**config.mk**
```make
export PLATFORM = sky130hd
export DESIGN_NAME = decode_stage
export DESIGN_NICKNAME = d
export VERILOG_FILES = /design/src/rtl/decode_pkg.sv /design/src/rtl/decode_stage_instr_decoder.sv /design/src/rtl/decode_stage.sv
export SDC_FILE = /design/constraint.sdc
export NUM_CORES = 1
export LEC_CHECK = 0
export CORE_ASPECT_RATIO = 0.75
export CORE_UTILIZATION = 48
export DETAILED_ROUTE_END_ITERATION = 10
export GPL_TIMING_DRIVEN = 0
export PLACE_DENSITY = 0.85
export SLEW_MARGIN = 10
export SYNTH_ARGS = -nofsm -noshare
export SYNTH_HDL_FRONTEND = slang
export SYNTH_SLANG_ARGS = --single-unit
```
**constraint.sdc**
```tcl
create_clock -name clk -period 3.77 [get_ports clk]
set_input_delay 0.9425 -clock clk [delete_from_list [all_inputs] [get_ports clk]]
set_output_delay 0.9425 -clock clk [all_outputs]
set_load 0.005 [all_outputs]
```
**src/rtl/decode_pkg.sv**
```systemverilog
// decode_pkg: shared opcode/funct constants, ALU-op and destination-select
// encodings, the ID/EX control bundle, and the immediate-extension helper.
package decode_pkg;

    // Primary opcodes (instr[31:26])
    localparam logic [5:0] OP_RTYPE  = 6'h00;
    localparam logic [5:0] OP_REGIMM = 6'h01;
    localparam logic [5:0] OP_J      = 6'h02;
    localparam logic [5:0] OP_JAL    = 6'h03;
    localparam logic [5:0] OP_BEQ    = 6'h04;
    localparam logic [5:0] OP_BNE    = 6'h05;
    localparam logic [5:0] OP_BLEZ   = 6'h06;
    localparam logic [5:0] OP_BGTZ   = 6'h07;
    localparam logic [5:0] OP_ADDI   = 6'h08;
    localparam logic [5:0] OP_ADDIU  = 6'h09;
    localparam logic [5:0] OP_SLTI   = 6'h0A;
    localparam logic [5:0] OP_ANDI   = 6'h0C;
    localparam logic [5:0] OP_ORI    = 6'h0D;
    localparam logic [5:0] OP_XORI   = 6'h0E;
    localparam logic [5:0] OP_LUI    = 6'h0F;
    localparam logic [5:0] OP_LB     = 6'h20;
    localparam logic [5:0] OP_LW     = 6'h23;
    localparam logic [5:0] OP_SB     = 6'h28;
    localparam logic [5:0] OP_SW     = 6'h2B;

    // R-type funct codes with special decode (instr[5:0])
    localparam logic [5:0] FN_SLL = 6'h00;
    localparam logic [5:0] FN_SRL = 6'h02;
    localparam logic [5:0] FN_SRA = 6'h03;
    localparam logic [5:0] FN_JR  = 6'h08;

    typedef enum logic [3:0] {
        ALU_RTYPE   = 4'd0,
        ALU_ADD     = 4'd1,
        ALU_ANDI    = 4'd2,
        ALU_XORI    = 4'd3,
        ALU_ORI     = 4'd4,
        ALU_BEQ     = 4'd5,
        ALU_BNE     = 4'd6,
        ALU_BLEZ    = 4'd7,
        ALU_BGTZ    = 4'd8,
        ALU_BGEZ    = 4'd9,
        ALU_SLTI    = 4'd10,
        ALU_LUI     = 4'd11,
        ALU_J       = 4'd12,
        ALU_JAL     = 4'd13,
        ALU_ILLEGAL = 4'd15
    } aluop_e;

    typedef enum logic [1:0] {
        DST_RT   = 2'd0,
        DST_RD   = 2'd1,
        DST_LINK = 2'd2
    } dst_sel_e;

    typedef struct packed {
        aluop_e   aluop;
        logic     alu_src;
        dst_sel_e dst_sel;
        logic     jmp;
        logic     branch;
        logic     mem_read;
        logic     mem_write;
        logic     mem_to_reg;
        logic     reg_write;
        logic     shift;
        logic     i_sign;
        logic     is_byte;
        logic     rs_is_src;
        logic     rt_is_src;
        logic     halt;
        logic     illegal;
    } ctrl_t;

    // Sign- or zero-extend a 16-bit immediate to 32 bits.
    function automatic logic [31:0] ext_imm16(input logic [15:0] imm, input logic sign);
        return sign ? {{16{imm[15]}}, imm} : {16'h0000, imm};
    endfunction

endpackage

```
**src/rtl/decode_stage_instr_decoder.sv**
```systemverilog
// instr_decoder: purely combinational instruction word -> control bundle,
// register fields, resolved destination and extended immediate.
module instr_decoder
    import decode_pkg::*;
#(
    parameter logic [5:0] HALT_FUNCT = 6'b001100,
    parameter logic [4:0] LINK_REG   = 5'd31
) (
    input  logic [31:0] instr_i,
    output ctrl_t       ctrl_o,
    output logic [4:0]  rs_o,
    output logic [4:0]  rt_o,
    output logic [4:0]  dst_o,
    output logic [4:0]  shamt_o,
    output logic [31:0] imm_o
);

    logic [5:0] opcode;
    logic [5:0] funct;
    logic [4:0] rd;

    assign opcode  = instr_i[31:26];
    assign funct   = instr_i[5:0];
    assign rd      = instr_i[15:11];
    assign rs_o    = instr_i[25:21];
    assign rt_o    = instr_i[20:16];
    assign shamt_o = instr_i[10:6];

    // Opcode/funct to control bundle; every field starts from a zero default.
    always_comb begin
        ctrl_o         = '0;
        ctrl_o.aluop   = ALU_RTYPE;
        ctrl_o.dst_sel = DST_RT;
        case (opcode)
            OP_RTYPE: begin
                ctrl_o.dst_sel   = DST_RD;
                ctrl_o.reg_write = 1'b1;
                ctrl_o.rs_is_src = 1'b1;
                ctrl_o.rt_is_src = 1'b1;
                if (funct == FN_SLL || funct == FN_SRL || funct == FN_SRA) begin
                    // Shifts take the amount from shamt, only rt is read
                    ctrl_o.shift     = 1'b1;
                    ctrl_o.rs_is_src = 1'b0;
                end else if (funct == FN_JR) begin
                    ctrl_o.jmp       = 1'b1;
                    ctrl_o.reg_write = 1'b0;
                    ctrl_o.rt_is_src = 1'b0;
                end else if (funct == HALT_FUNCT) begin
                    ctrl_o.halt      = 1'b1;
                    ctrl_o.reg_write = 1'b0;
                    ctrl_o.rs_is_src = 1'b0;
                    ctrl_o.rt_is_src = 1'b0;
                end
            end
            OP_ADDI, OP_ADDIU: begin
                ctrl_o.aluop     = ALU_ADD;
                ctrl_o.alu_src   = 1'b1;
                ctrl_o.reg_write = 1'b1;
                ctrl_o.rs_is_src = 1'b1;
                ctrl_o.i_sign    = (opcode == OP_ADDI);
            end
            OP_ANDI, OP_ORI, OP_XORI: begin
                ctrl_o.aluop     = (opcode == OP_ANDI) ? ALU_ANDI :
                                   (opcode == OP_ORI)  ? ALU_ORI  : ALU_XORI;
                ctrl_o.alu_src   = 1'b1;
                ctrl_o.reg_write = 1'b1;
                ctrl_o.rs_is_src = 1'b1;
            end
            OP_SLTI: begin
                ctrl_o.aluop     = ALU_SLTI;
                ctrl_o.alu_src   = 1'b1;
                ctrl_o.reg_write = 1'b1;
                ctrl_o.rs_is_src = 1'b1;
                ctrl_o.i_sign    = 1'b1;
            end
            OP_LUI: begin
                ctrl_o.aluop     = ALU_LUI;
                ctrl_o.alu_src   = 1'b1;
                ctrl_o.reg_write = 1'b1;
            end
            OP_LW, OP_LB: begin
                ctrl_o.aluop      = ALU_ADD;
                ctrl_o.alu_src    = 1'b1;
                ctrl_o.mem_read   = 1'b1;
                ctrl_o.mem_to_reg = 1'b1;
                ctrl_o.reg_write  = 1'b1;
                ctrl_o.i_sign     = 1'b1;
                ctrl_o.rs_is_src  = 1'b1;
                ctrl_o.is_byte    = (opcode == OP_LB);
            end
            OP_SW, OP_SB: begin
                ctrl_o.aluop     = ALU_ADD;
                ctrl_o.alu_src   = 1'b1;
                ctrl_o.mem_write = 1'b1;
                ctrl_o.i_sign    = 1'b1;
                ctrl_o.rs_is_src = 1'b1;
                ctrl_o.rt_is_src = 1'b1;
                ctrl_o.is_byte   = (opcode == OP_SB);
            end
            OP_BEQ, OP_BNE: begin
                ctrl_o.aluop     = (opcode == OP_BEQ) ? ALU_BEQ : ALU_BNE;
                ctrl_o.branch    = 1'b1;
                ctrl_o.i_sign    = 1'b1;
                ctrl_o.rs_is_src = 1'b1;
                ctrl_o.rt_is_src = 1'b1;
            end
            OP_BLEZ, OP_BGTZ, OP_REGIMM: begin
                ctrl_o.aluop     = (opcode == OP_BLEZ) ? ALU_BLEZ :
                                   (opcode == OP_BGTZ) ? ALU_BGTZ : ALU_BGEZ;
                ctrl_o.branch    = 1'b1;
                ctrl_o.i_sign    = 1'b1;
                ctrl_o.rs_is_src = 1'b1;
            end
            OP_J: begin
                ctrl_o.aluop = ALU_J;
                ctrl_o.jmp   = 1'b1;
            end
            OP_JAL: begin
                ctrl_o.aluop     = ALU_JAL;
                ctrl_o.jmp       = 1'b1;
                ctrl_o.reg_write = 1'b1;
                ctrl_o.dst_sel   = DST_LINK;
            end
            default: begin
                ctrl_o.aluop   = ALU_ILLEGAL;
                ctrl_o.illegal = 1'b1;
            end
        endcase
    end

    // Immediate formatting: LUI upper half, jump target, else 16-bit extension.
    always_comb begin
        if (opcode == OP_LUI) begin
            imm_o = {instr_i[15:0], 16'h0000};
        end else if (opcode == OP_J || opcode == OP_JAL) begin
            imm_o = {6'b000000, instr_i[25:0]};
        end else begin
            imm_o = ext_imm16(instr_i[15:0], ctrl_o.i_sign);
        end
    end

    // Destination register resolved from dst_sel.
    always_comb begin
        case (ctrl_o.dst_sel)
            DST_RD:   dst_o = rd;
            DST_LINK: dst_o = LINK_REG;
            default:  dst_o = rt_o;
        endcase
    end

endmodule

```
**src/rtl/decode_stage.sv**
```systemverilog
// decode_stage: registered ID stage with valid/ready handshake, load-use
// bubble insertion, flush, and SYSCALL halt sequencing.
// Optional feature macro: DECODE_HAZARD_EN compiles in load-use detection;
// without it the hazard term is tied low and loads never cause a bubble.
module decode_stage
    import decode_pkg::*;
#(
    parameter int         ADDR_W     = 32,
    parameter logic [5:0] HALT_FUNCT = 6'b001100,
    parameter logic [4:0] LINK_REG   = 5'd31
) (
    input  logic              clk,
    input  logic              rst_n,
    input  logic              if_valid,
    output logic              if_ready,
    input  logic [31:0]       if_instr,
    input  logic [ADDR_W-1:0] if_pc,
    input  logic              flush,
    output logic              id_valid,
    input  logic              ex_ready,
    output ctrl_t             id_ctrl,
    output logic [4:0]        id_rs,
    output logic [4:0]        id_rt,
    output logic [4:0]        id_dst,
    output logic [4:0]        id_shamt,
    output logic [31:0]       id_imm,
    output logic [ADDR_W-1:0] id_pc,
    output logic              hazard_stall,
    output logic              halted
);

    localparam logic [1:0] ST_RUN       = 2'd0;
    localparam logic [1:0] ST_HALT_PEND = 2'd1;
    localparam logic [1:0] ST_HALTED    = 2'd2;

    ctrl_t             dec_ctrl;
    logic [4:0]        dec_rs, dec_rt, dec_dst, dec_shamt;
    logic [31:0]       dec_imm;

    logic [1:0]        state_q, state_d;
    logic              valid_q, valid_d;
    ctrl_t             ctrl_q, ctrl_d;
    logic [4:0]        rs_q, rs_d, rt_q, rt_d, dst_q, dst_d, shamt_q, shamt_d;
    logic [31:0]       imm_q, imm_d;
    logic [ADDR_W-1:0] pc_q, pc_d;

    logic              hazard;
    logic              xfer;

    instr_decoder #(
        .HALT_FUNCT (HALT_FUNCT),
        .LINK_REG   (LINK_REG)
    ) u_dec (
        .instr_i (if_instr),
        .ctrl_o  (dec_ctrl),
        .rs_o    (dec_rs),
        .rt_o    (dec_rt),
        .dst_o   (dec_dst),
        .shamt_o (dec_shamt),
        .imm_o   (dec_imm)
    );

`ifdef DECODE_HAZARD_EN
    // A held load whose result the incoming instruction reads must drain first.
    always_comb begin
        hazard = valid_q && ctrl_q.mem_read && (dst_q != 5'd0) && if_valid &&
                 ((dec_ctrl.rs_is_src && (dec_rs == dst_q)) ||
                  (dec_ctrl.rt_is_src && (dec_rt == dst_q)));
    end
`else
    assign hazard = 1'b0;
`endif

    assign hazard_stall = hazard;
    assign if_ready     = (state_q == ST_RUN) && !flush && !hazard && (!valid_q || ex_ready);
    assign xfer         = if_valid && if_ready;

    // Output register next state: flush kills, transfer loads, EX consumption empties.
    always_comb begin
        valid_d = valid_q;
        ctrl_d  = ctrl_q;
        rs_d    = rs_q;
        rt_d    = rt_q;
        dst_d   = dst_q;
        shamt_d = shamt_q;
        imm_d   = imm_q;
        pc_d    = pc_q;
        if (flush) begin
            valid_d = 1'b0;
        end else if (xfer) begin
            valid_d = 1'b1;
            ctrl_d  = dec_ctrl;
            rs_d    = dec_rs;
            rt_d    = dec_rt;
            dst_d   = dec_dst;
            shamt_d = dec_shamt;
            imm_d   = dec_imm;
            pc_d    = if_pc;
        end else if (ex_ready) begin
            valid_d = 1'b0;
        end
    end

    // Halt sequencing; a flush while pending means the SYSCALL was speculative.
    always_comb begin
        state_d = state_q;
        case (state_q)
            ST_RUN: begin
                if (xfer && dec_ctrl.halt) state_d = ST_HALT_PEND;
            end
            ST_HALT_PEND: begin
                if (flush)         state_d = ST_RUN;
                else if (ex_ready) state_d = ST_HALTED;
            end
            ST_HALTED: state_d = ST_HALTED;
            default:   state_d = ST_RUN;
        endcase
    end

    // State and ID/EX register update; reset discards everything at once.
    always_ff @(posedge clk or negedge rst_n) begin
        if (!rst_n) begin
            state_q <= ST_RUN;
            valid_q <= 1'b0;
            ctrl_q  <= '0;
            rs_q    <= '0;
            rt_q    <= '0;
            dst_q   <= '0;
            shamt_q <= '0;
            imm_q   <= '0;
            pc_q    <= '0;
        end else begin
            state_q <= state_d;
            valid_q <= valid_d;
            ctrl_q  <= ctrl_d;
            rs_q    <= rs_d;
            rt_q    <= rt_d;
            dst_q   <= dst_d;
            shamt_q <= shamt_d;
            imm_q   <= imm_d;
            pc_q    <= pc_d;
        end
    end

    assign id_valid = valid_q;
    assign id_ctrl  = ctrl_q;
    assign id_rs    = rs_q;
    assign id_rt    = rt_q;
    assign id_dst   = dst_q;
    assign id_shamt = shamt_q;
    assign id_imm   = imm_q;
    assign id_pc    = pc_q;
    assign halted   = (state_q == ST_HALTED);

endmodule

```
After elaboration in Yosys (flattened, before gate mapping)
Cells that the tools add are included.
- ROM bits: 0
- bits in latches: 0
- logic and storage cells: 126
- memories: 0
- input port bits: 69
- memory bits (writable): 0
- flip-flop bits (word level): 106
- equal/unequal tests: 28
- mux-type cells: 43
- reduce and logical (&&, ||, !) cells: 31
- add/subtract/negate cells: 0
- order comparisons: 0
- divide/modulo/power cells: 0
- shift operators: 0
- bitwise gates (word level): 1
- multiply operators: 0
- operators by type and width (kind ; number):
    $mux W32 ; 3
    $eq A6 B4 Y1 const B ; 9
    $pmux W4 S9 ; 1
    $eq A6 B2 Y1 const B ; 4
    $eq A6 B3 Y1 const B ; 4
    $eq A6 B6 Y1 const B ; 4
    $mux W1 ; 21
    $reduce_or A10 Y1 ; 2
    $reduce_or A19 Y1 ; 1
    $reduce_or A15 Y1 ; 1
    $logic_not A6 Y1 ; 2
    $pmux W1 S2 ; 6
    $reduce_or A11 Y1 ; 1
    $mux W2 ; 5
    $pmux W5 S2 ; 1
    $reduce_or A2 Y1 ; 5
    $mux W4 ; 2
    $eq A6 B1 Y1 const B ; 1
    $mux W3 ; 2
    $pmux W2 S3 ; 1
    $reduce_or A3 Y1 ; 2
    $reduce_or A6 Y1 ; 1
    $reduce_or A5 Y1 ; 1
    $eq A2 B1 Y1 const B ; 2
    other kinds (12) ; 21

Longest topological paths before layout
- depth after elaboration: 8
- gate-level depth with buffers: 10

Hierarchy
From an unflattened synthesis, not the netlist that was laid out.
- cells, all modules: 398
- area total of the unflattened synthesis: 5159.9 µm²
- modules (own cells, without submodules) (module ; cells each ; area an instance (µm²) ; times used ; sequential area each (µm²)):
    decode_stage ; 235 ; 4030.1 ; 1 ; 2677.6
    instr_decoder ; 163 ; 1129.8 ; 1 ; 0.0

Least setup slack after synthesis
OpenSTA, ideal clock, no wires.
- path type: input to register
- start point: input if_instr[28]
- end point: register dst_q[2], in the netlist id_dst[2]
- path buffers: 2
- path slack: 1.280 ns
- stages on the path: 10
- data required time: 3.687 ns
- data arrival time: 2.407 ns
- cell sequence: buf_4 or2_4 nor3_2 nand2_1 inv_1 ha_1 buf_1 nor2_1 a21oi_1 o21ai_0
- RTL lines (item ; RTL line ; RTL):
    start: declaration ; decode_stage.sv:16 ; input logic [31:0] if_instr,
    end signal: assignment ; decode_stage.sv:138 ; dst_q <= dst_d;
    end: declaration ; decode_stage.sv:43 ; logic [4:0] rs_q, rs_d, rt_q, rt_d, dst_q, dst_d, shamt_q, shamt_d;

Final worst setup path
- start point: input ex_ready
- end point: output if_ready
- word-level cells in the longest chain between the ends: 2
- ends and longest elaborated chain (item ; RTL line ; RTL):
    start: declaration ; decode_stage.sv:20 ; input logic ex_ready,
    $logic_or A1 B1 Y1 ; decode_stage.sv:75 ; assign if_ready = (state_q == ST_RUN) && !flush && !hazard && (!valid_q || ex_ready);
    $logic_and A1 B1 Y1 ; decode_stage.sv:75 ;
    end: declaration ; decode_stage.sv:15 ; output logic if_ready,
Every way passes these cells.

==> metrics <==
outcome completed; Area Overhead vs Synth 45.8%; most area-consuming cells after synthesis dfrtp_1, nand2_1, a21oi_1; Max Clock Freq about 0.31 GHz; Tcrit/Tclk final a little under nine tenths; Lkg Pwr around 0.0032 µW; commonest non-fill, non-tap cell in the layout nand2_1; Fillers slightly above 700; Critical Path RT approximately 2.8 ns; die height a little under 90 µm; highest ir drop seen on vdd 0.282 mV; final worst-path setup slack about 0.55 ns; full die area around 0.011 mm²; top-level port count 177; max cap viols 0; Core Rows 31; Clock Sinks between 100 and 150; EDFF count, synth 0; post-route ant nets 0; Post-Synthesis Cells approximately 550; synthesized area about 0.005 mm²; clock root buffer clkbuf_16; CP startpoint kind primary input; Wirelength per Cell approximately 18 µm; CTS clock-pin slew for the worst setup and hold paths 0.07 ns; clk buf depth 2; fin. max-slew vios 0; Async SR Flop Fraction 100%; cts repair resizes 0; core area roughly 0.01 mm²; share of cells above drive strength 1 ~6.2%; top cell type's share of synthesized area between 50% and 60%; DR vias between 4k and 5k; CP endpoint kind output port; RSZ-0062 raised after global routing false; critical path fanouts, max 4; Mapped Avg Cell Area about 9 µm²; FF-to-FF setup slack around 1.9 ns; DIE WIDTH ~120 µm; n_diodes 0; final core occ around 73%; total CTS buffers 9; Rel. slew slack a little under three fifths; most frequent cells in the layout nand2_1, clkdlybuf4s50_1, dfrtp_1; number of DRC markers in iteration 0 between 300 and 400; CP Data Arrival Time between 2 and 2.5 ns; Seq/Total Area, Yosys between 50% and 60%; DP HPWL 11.6 mm; initial antenna violation count 0; largest net degree at the start of global routing between 80 and 90; WS Path Type in2out; TritonRoute pass-1 iters 6; Placement Setup Slack around 0.47 ns; Skew-Pair Late Insertion Delay approximately 0.35 ns; Via density 5.48; Initial Util between 40 and 50%; Hold WC Path Type in2async; YS warnings 0; remaining global-route overflow 0; Syn Nets 618; gpl congestion ~0.91; endpoints failing setup 0; Setup Buffers After CTS 0; Yosys reg bits between 100 and 150; overall routed net length approximately 16 mm; gr usage total 30.4%; post-synth cell types 57; Slew @ Worst Pin 0.661 ns; CTS tree built; H-tree Lvls 3; first-pass GRT wire length between 20 and 25 mm; R2R depth 6; dominant cell type by area after synthesis dfrtp_1; final clock skew about 0.006 ns; Most used DFF post-synth dfrtp_1; drt drc 0; Worst R2R End id_imm[28]; fin nets between 800 and 900; Reg2Reg Launch Point state_q[1]; power per cell area approximately 430 mW/mm²; Final Critical Period 3.22 ns; number of global-route vias before repair roughly 4.6k; port bufs between 150 and 200; number of hold buffers added after cts 0; final hold violations 0
## layer usage
| metal | part of all wire (%) | vias up | global-route usage [%] |
|---|---|---|---|
| met5 | 0 | - | 0 |
| met4 | 1.0 | 0 | 7.23 |
| met3 | 8.9 | 15 | 7.59 |
| met2 | 46 | 222 | 48.2 |
| met1 | 44 | 2341 | 42.4 |
| li1 | - | 2192 | - |
## registers in the layout, indices dropped and copies added (netlist names)
signal and flops:
state_q 2, id_shamt 5, id_ctrl 19, id_rs 5, id_rt 5, id_imm 32
id_valid 1, id_pc 32, id_dst 5
## worst max path at each step
stage | to | depth (start not counted) | startpoint
after floorplan | id_dst[2] | 10 | if_instr[28]
after CTS | if_ready | 5 | ex_ready
final | if_ready | 5 | ex_ready
after global placement | id_pc[20] | 1 | rst_n
after detailed placement | id_dst[3] | 11 | if_instr[28]
after global routing | if_ready | 5 | ex_ready
## critical path, stage by stage
cell and delay, ns:
clkdlybuf4s50_1 0.50, nand2b_1 0.17, nand2_1 0.07, nor2_1 0.09, clkdlybuf4s50_1 0.51
## cells by family (layout without fill, tap and decap cells)
logic type      after synthesis  after routing  synth area share [%]
flops                       106            106                  54.5
compound gates               95             95                  12.4
other cells                   1              1                0.0771
mux                          10             10                  2.06
fa+ha+maj                     2              2                 0.514
buf+inv                      46            237                  4.22
xor+xnor                      3              3                 0.540
simple gates                284            284                  25.7
## per-stage QoR
step                      total power (µW)  TNS (ns)  hold WS, ns  area [µm²]  std cells
after floorplan                       1640         0        0.463        4860        547
after global placement                2140   -227.04        0.452        6770        853
after detailed placement              2160         0        0.456        6800        854
after CTS                             3080         0        0.455        7090        870
after global routing                  3200         0        0.463        7090        870
final                                 3060         0        0.451        7090        870
## power by group
group / switching (µW) / total, µW / internal (µW)
clock: 444 / 909 / 465
sequential: 93.8 / 1390 / 1290
combinational: 328 / 763 / 435
total: 866 / 3060 / 2190
## synth_stat cells, types with 3 or more instances
master	number
a31oi_1	11
o31ai_1	6
nand3_1	17
a21oi_2	6
buf_4	5
nor2b_1	6
buf_2	5
nand2_1	195
and2_1	3
dfrtp_1	106
buf_1	9
o21ai_0	17
nand3b_1	8
a31oi_2	4
nor2_1	26
o21ai_1	3
mux2i_1	10
clkbuf_1	20
nand2b_1	5
inv_1	6
a21oi_1	34
## final cells by class
type	count	area, µm²	share of cell area (%)
Sequential cell	106	2650	37.4
Multi-Input combinational cell	395	2010	28.3
Timing Repair Buffer	175	1770	25.0
Clock buffer	10	229	3.23
Buffer	40	183	2.58
Tap cell	132	165	2.33
Clock inverter	6	61.3	0.865
Inverter	6	22.5	0.318
(Power assumes the default switching activity.)
